<file path="src/rtl/rr_arbiter8_pkg.sv">
// Shared widths and state encoding for the 8-way round-robin arbiter.
package rr_arbiter8_pkg;

  localparam int unsigned NREQ   = 8;
  localparam int unsigned IDX_W  = 3;
  localparam int unsigned HOLD_W = 8;

  typedef enum logic {
    ST_IDLE  = 1'b0,
    ST_GRANT = 1'b1
  } state_t;

endpackage

</file>
<file path="src/rtl/rr_arbiter8_onehot_dec3.sv">
// 3-to-8 one-hot decoder with enable.
//   idx      : binary index
//   en       : when low, output is all zeros
//   onehot_c : one-hot decode of idx (combinational)
module onehot_dec3
  import rr_arbiter8_pkg::*;
(
  input  logic [IDX_W-1:0] idx,
  input  logic             en,
  output logic [NREQ-1:0]  onehot_c
);

  always_comb begin
    onehot_c = '0;
    if (en) onehot_c[idx] = 1'b1;
  end

endmodule

</file>
<file path="src/rtl/rr_arbiter8.sv">
// Eight-way round-robin arbiter with hold limit.
//   clk       : clock, rising edge
//   rst_n     : synchronous active-low reset
//   req       : request vector, bit i = requester i
//   done      : owner releases the grant (ignored when idle)
//   gnt       : one-hot grant decoded from registered gnt_idx/gnt_valid
//   gnt_idx   : binary owner index, holds last value when idle
//   gnt_valid : a grant is active
//   timeout   : one-cycle pulse after a hold-limit forced release
module rr_arbiter8
  import rr_arbiter8_pkg::*;
#(
  parameter int unsigned MAX_HOLD = 16
) (
  input  logic             clk,
  input  logic             rst_n,
  input  logic [NREQ-1:0]  req,
  input  logic             done,
  output logic [NREQ-1:0]  gnt,
  output logic [IDX_W-1:0] gnt_idx,
  output logic             gnt_valid,
  output logic             timeout
);

  // Hold count value at which the grant is forced off; unused when MAX_HOLD is 0.
  localparam logic [HOLD_W-1:0] HOLD_LAST =
    (MAX_HOLD == 0) ? HOLD_W'(0) : HOLD_W'(MAX_HOLD - 1);

  state_t             state_q, state_d;
  logic [IDX_W-1:0]   ptr_q, ptr_d;
  logic [HOLD_W-1:0]  hold_q, hold_d;
  logic [IDX_W-1:0]   gnt_idx_d;
  logic               gnt_valid_d;
  logic               timeout_d;

  logic               pick_found;
  logic [IDX_W-1:0]   pick_idx;
  logic [IDX_W-1:0]   scan_idx;

  logic               rel_done;
  logic               rel_drop;
  logic               rel_expire;
  logic               release_c;

  // Rotating priority search: first set request starting at ptr.
  always_comb begin
    pick_found = 1'b0;
    pick_idx   = ptr_q;
    scan_idx   = ptr_q;
    for (int unsigned i = 0; i < NREQ; i++) begin
      scan_idx = IDX_W'(ptr_q + IDX_W'(i));
      if (!pick_found && req[scan_idx]) begin
        pick_found = 1'b1;
        pick_idx   = scan_idx;
      end
    end
  end

  // Release conditions for the current owner.
  always_comb begin
    rel_done   = done;
    rel_drop   = !req[gnt_idx];
    rel_expire = (MAX_HOLD != 0) && (hold_q == HOLD_LAST);
    release_c  = rel_done || rel_drop || rel_expire;
  end

  // State register and registered datapath.
  always_ff @(posedge clk) begin
    if (!rst_n) begin
      state_q   <= ST_IDLE;
      ptr_q     <= '0;
      hold_q    <= '0;
      gnt_idx   <= '0;
      gnt_valid <= 1'b0;
      timeout   <= 1'b0;
    end else begin
      state_q   <= state_d;
      ptr_q     <= ptr_d;
      hold_q    <= hold_d;
      gnt_idx   <= gnt_idx_d;
      gnt_valid <= gnt_valid_d;
      timeout   <= timeout_d;
    end
  end

  // Next-state logic.
  always_comb begin
    state_d = state_q;
    case (state_q)
      ST_IDLE:  if (pick_found) state_d = ST_GRANT;
      ST_GRANT: if (release_c)  state_d = ST_IDLE;
      default:  state_d = ST_IDLE;
    endcase
  end

  // Next values of the registered outputs, pointer and hold counter.
  always_comb begin
    ptr_d       = ptr_q;
    hold_d      = hold_q;
    gnt_idx_d   = gnt_idx;
    gnt_valid_d = 1'b0;
    timeout_d   = 1'b0;
    case (state_q)
      ST_IDLE: begin
        if (pick_found) begin
          gnt_idx_d   = pick_idx;
          gnt_valid_d = 1'b1;
          hold_d      = '0;
        end
      end
      ST_GRANT: begin
        if (release_c) begin
          ptr_d     = IDX_W'(gnt_idx + IDX_W'(1));
          // Only a pure hold-limit release is reported as a timeout.
          timeout_d = rel_expire && !rel_done && !rel_drop;
        end else begin
          gnt_valid_d = 1'b1;
          if (hold_q != '1) hold_d = HOLD_W'(hold_q + HOLD_W'(1));
        end
      end
      default: ;
    endcase
  end

  onehot_dec3 u_gnt_dec (
    .idx      (gnt_idx),
    .en       (gnt_valid),
    .onehot_c (gnt)
  );

endmodule

</file>
<file path="config.mk">
export PLATFORM = sky130hd
export DESIGN_NAME = rr_arbiter8
export DESIGN_NICKNAME = d
export VERILOG_FILES = /design/src/rtl/rr_arbiter8_pkg.sv /design/src/rtl/rr_arbiter8_onehot_dec3.sv /design/src/rtl/rr_arbiter8.sv
export SDC_FILE = /design/constraint.sdc
export NUM_CORES = 1
export LEC_CHECK = 0
export ABC_AREA = 1
export CORE_UTILIZATION = 56
export CTS_CLUSTER_SIZE = 25
export DETAILED_ROUTE_END_ITERATION = 7
export PLACE_DENSITY_LB_ADDON = 0.25
export SLEW_MARGIN = 20
export SYNTH_ARGS = -nofsm -noshare
export SYNTH_HDL_FRONTEND = slang
export SYNTH_SLANG_ARGS = --single-unit
</file>
<file path="constraint.sdc">
create_clock -name clk -period 5.3 [get_ports clk]
set_input_delay 0.53 -clock clk [delete_from_list [all_inputs] [get_ports clk]]
set_output_delay 0.53 -clock clk [all_outputs]
set_load 0.005 [all_outputs]
</file>
==> results.toml <==
[route]
vias_per_cell = 5.49
met1_length_mm = 2.06
top_layer_used = "met4"
drt_iter0_markers = 124
detail_route.wl_per_cell_um = 12.4
drcViolationCount = 0
dr_wl_met3_um = 186
dr_wl_met2_mm = 1.71
drt-total-wl_mm = 4.01
drtAntennaViolNets = 0
drt_pass1_iterations = 4
vias = 1773

[cts]
postCtsHoldBufs = 0
cts_made_buffers = 3
cts_tree = "done"
htreeDepth = 1
cts_resized = 0
post-cts-setup-buffers = 0
cts.sinks = 16
insertion_delay_ps = 290
clkTransAtPathRegs_ps = 90
clockBufferDepth = 2
cts_root_buf = "clkbuf_4"

[cells_and_area]
drive_gt1_frac = 0.116
multi_input_area_um2 = 1200
regArea_um2 = 320
area_growth_pct = 16.2
n_fill_cell = 248
diodes = 0
final_nets = 308

[status]
run_status = "completed"

[worst_setup_path]
slowest_stage = "dfxtp_1"
arrival_ps = 2900
crit_fanout = 11
critPathLaunchType = "register"
cp-end-kind = "register"
r2r_slack_ps = 2590
rr_worst_depth = 14
critical_path_class = "register to register"
rr_endpoint = "gnt_idx[0]"
reg2reg_from = "ptr_q[0]"
cp_num_buf_inv = 3
cp-startpoint = "ptr_q[0]"
crit_path_max_incr_delay_ps = 530
crit_family = "simple AND/OR/NAND/NOR gates"
required_ps = 5490
cp_cell_sequence = "inv_2 -> ha_1 -> inv_1 -> nand3_2 -> nand3_2 -> nand2_4 -> nor2_8 -> nand4_4 -> nor2_8 -> nand3_1 -> inv_1 -> o21ai_0 -> nand3_1 -> nand2_1"

[die]
num_rows = 19
coreArea_um2 = 2780
die-area_um2 = 3200
die_x_um = 56.5
dieHeight_um = 56.5
initial_core_util = 0.599
pin_count = 24

[placement]
post-dp-hpwl_mm = 3.21
gp_congestion = 0.978
port-buffer-count = 23

[yosys]
synth_seq_area_share = 0.192
synth.top_cell.area_share = 0.192
ys_types = 35
syn-cell-area_um2 = 1670
yosys-top-cells-area = "dfxtp_1 (19%), nand2_1 (16%), nand3_1 (11%), nor2_1 (6.5%), inv_1 (5.2%)"
ys_ff_latch = 16
yosys.area.top_type = "dfxtp_1"
syn_nets = 284
ys_warn_count = 0
postSynthCellCount = 269
postSynthAreaPerCell_um2 = 6.19

[power_and_ir_drop]
power.leakage_uw = 0.000874
p_per_area_nw_per_um2 = 455
power_uw = 881
ir_worst_vdd_mv = 0.366

[sta]
finalCritPeriodShare = 0.510
final.setup.tns_ps = 0
setup_viol = 0
finalHoldViolCount = 0
fin_skew_ps = 5.98
slew_headroom = 0.662
maxSlewViolCount = 0
worst_pin_slew_ps = 507
rsz0062_at_grt = "no"
post-route-min-period_ps = 2710
max_freq_mhz = 370

[grt]
grt_max_degree = 12
gr-total-overflow = 0
antenna_found_initial = 0
grt_pass1_vias = 1530
grt_pass1_wl_mm = 6.84
grt_util_all_layers = 0.266

[job]
cap_violations = 0

[worst_hold_path]
holdPathStages = 2
hp-class = "register to register"
min_from = "hold_q[2]"
min_to = "hold_q[2]"
[through the flow]
| step | cells | utilization | worst slack [ps] | area, µm² | hold slack [ps] |
|---|---|---|---|---|---|
| after floorplan | 269 | - | 2980 | 1670 | 453 |
| after global placement | 319 | 0.683 | 2680 | 1900 | 474 |
| after detailed placement | 319 | 0.683 | 2630 | 1900 | 486 |
| after CTS | 323 | 0.696 | 2610 | 1940 | 499 |
| after global routing | 323 | 0.696 | 2360 | 1940 | 529 |
| final | 323 | 0.696 | 2590 | 1940 | 505 |
[cells by family after synthesis]
kind of cell / Yosys count / synth area share
buf+inv: 33 / 0.0864
flops: 16 / 0.192
fa+ha+maj: 4 / 0.0301
compound gates: 36 / 0.130
simple gates: 172 / 0.519
xor+xnor: 8 / 0.0421
[state kept, by name (all words and copies together), names as in the netlist]
| register | count |
|---|---|
| state_q | 1 |
| timeout | 1 |
| gnt_idx | 3 |
| hold_q | 8 |
| ptr_q | 3 |
[cells in the mapped netlist (all sizes together)]
| master | instances |
|---|---|
| nand2 | 82 |
| a21oi | 15 |
| or2 | 1 |
| nor3 | 5 |
| a22oi | 1 |
| nand3b | 2 |
| nor3b | 1 |
| o21a | 1 |
| inv | 27 |
| o21ai | 14 |
| o22ai | 1 |
| xor2 | 5 |
| dfxtp | 16 |
| clkinv | 2 |
| nor2 | 31 |
| buf | 4 |
| o211ai | 2 |
| o21bai | 2 |
| ha | 4 |
| xnor2 | 3 |
| nand3 | 43 |
| nand4 | 6 |
| nor4 | 1 |
[worst min-delay path, delay by kind of cell, from the launching register on]
kind | cells | cell delay (ps)
flip-flops | 1 | 350
AO/OA/AOI/OAI | 1 | 40
buffers and inverters | 1 | 80
[cell usage in the layout (no fill, tap or decap), types with 2 or more instances in the layout]
cell | netlist | layout
a21oi_1 | 13 | 13
a21oi_2 | 2 | 2
clkbuf_4 | 0 | 3
clkdlybuf4s50_1 | 0 | 23
clkinv_1 | 2 | 2
dfxtp_1 | 16 | 16
ha_1 | 4 | 4
inv_1 | 23 | 23
inv_2 | 4 | 4
nand2_1 | 72 | 72
nand2_2 | 8 | 8
nand2_4 | 2 | 2
nand3_1 | 37 | 37
nand3_2 | 6 | 6
nand3b_1 | 2 | 2
nand4_1 | 4 | 4
nand4_4 | 2 | 2
nor2_1 | 29 | 29
nor2_8 | 2 | 2
nor3_1 | 5 | 5
o211ai_1 | 2 | 2
o21ai_0 | 11 | 11
o21ai_1 | 2 | 2
xnor2_1 | 3 | 3
xor2_1 | 5 | 5
[how the worst max path moves through the flow]
stage	endpoint	slack (ps)	cells past startpoint
finish	gnt_idx[0]	2590	14
global route	gnt_idx[1]	2360	15
CTS	gnt_idx[0]	2610	14
detailed placement	gnt_idx[0]	2630	14
global placement	gnt_idx[0]	2680	13
floorplan	hold_q[2]	2980	15
[cell type report]
class                      instances  share of cell area
tap                               31              0.0200
sequential                        16               0.165
timing repair buffer              23               0.119
inverter                          29              0.0562
clock buffer                       4              0.0187
multi-input combinational        220               0.621
[report_power, final]
group	internal (µW)	switching, µW	total [µW]
logic	221	393	614
registers	141	42.9	184
clock network	41.9	41.2	83.1
[metal layers]
layer | vias to the layer above | track usage
met1 | 780 | 0.400
met2 | 47 | 0.393
li1 | 940 | -
met5 | - | 0
met3 | 6 | 0.0346
met4 | 0 | 0.0767
Note: power is estimated with default switching activity, not from simulation.
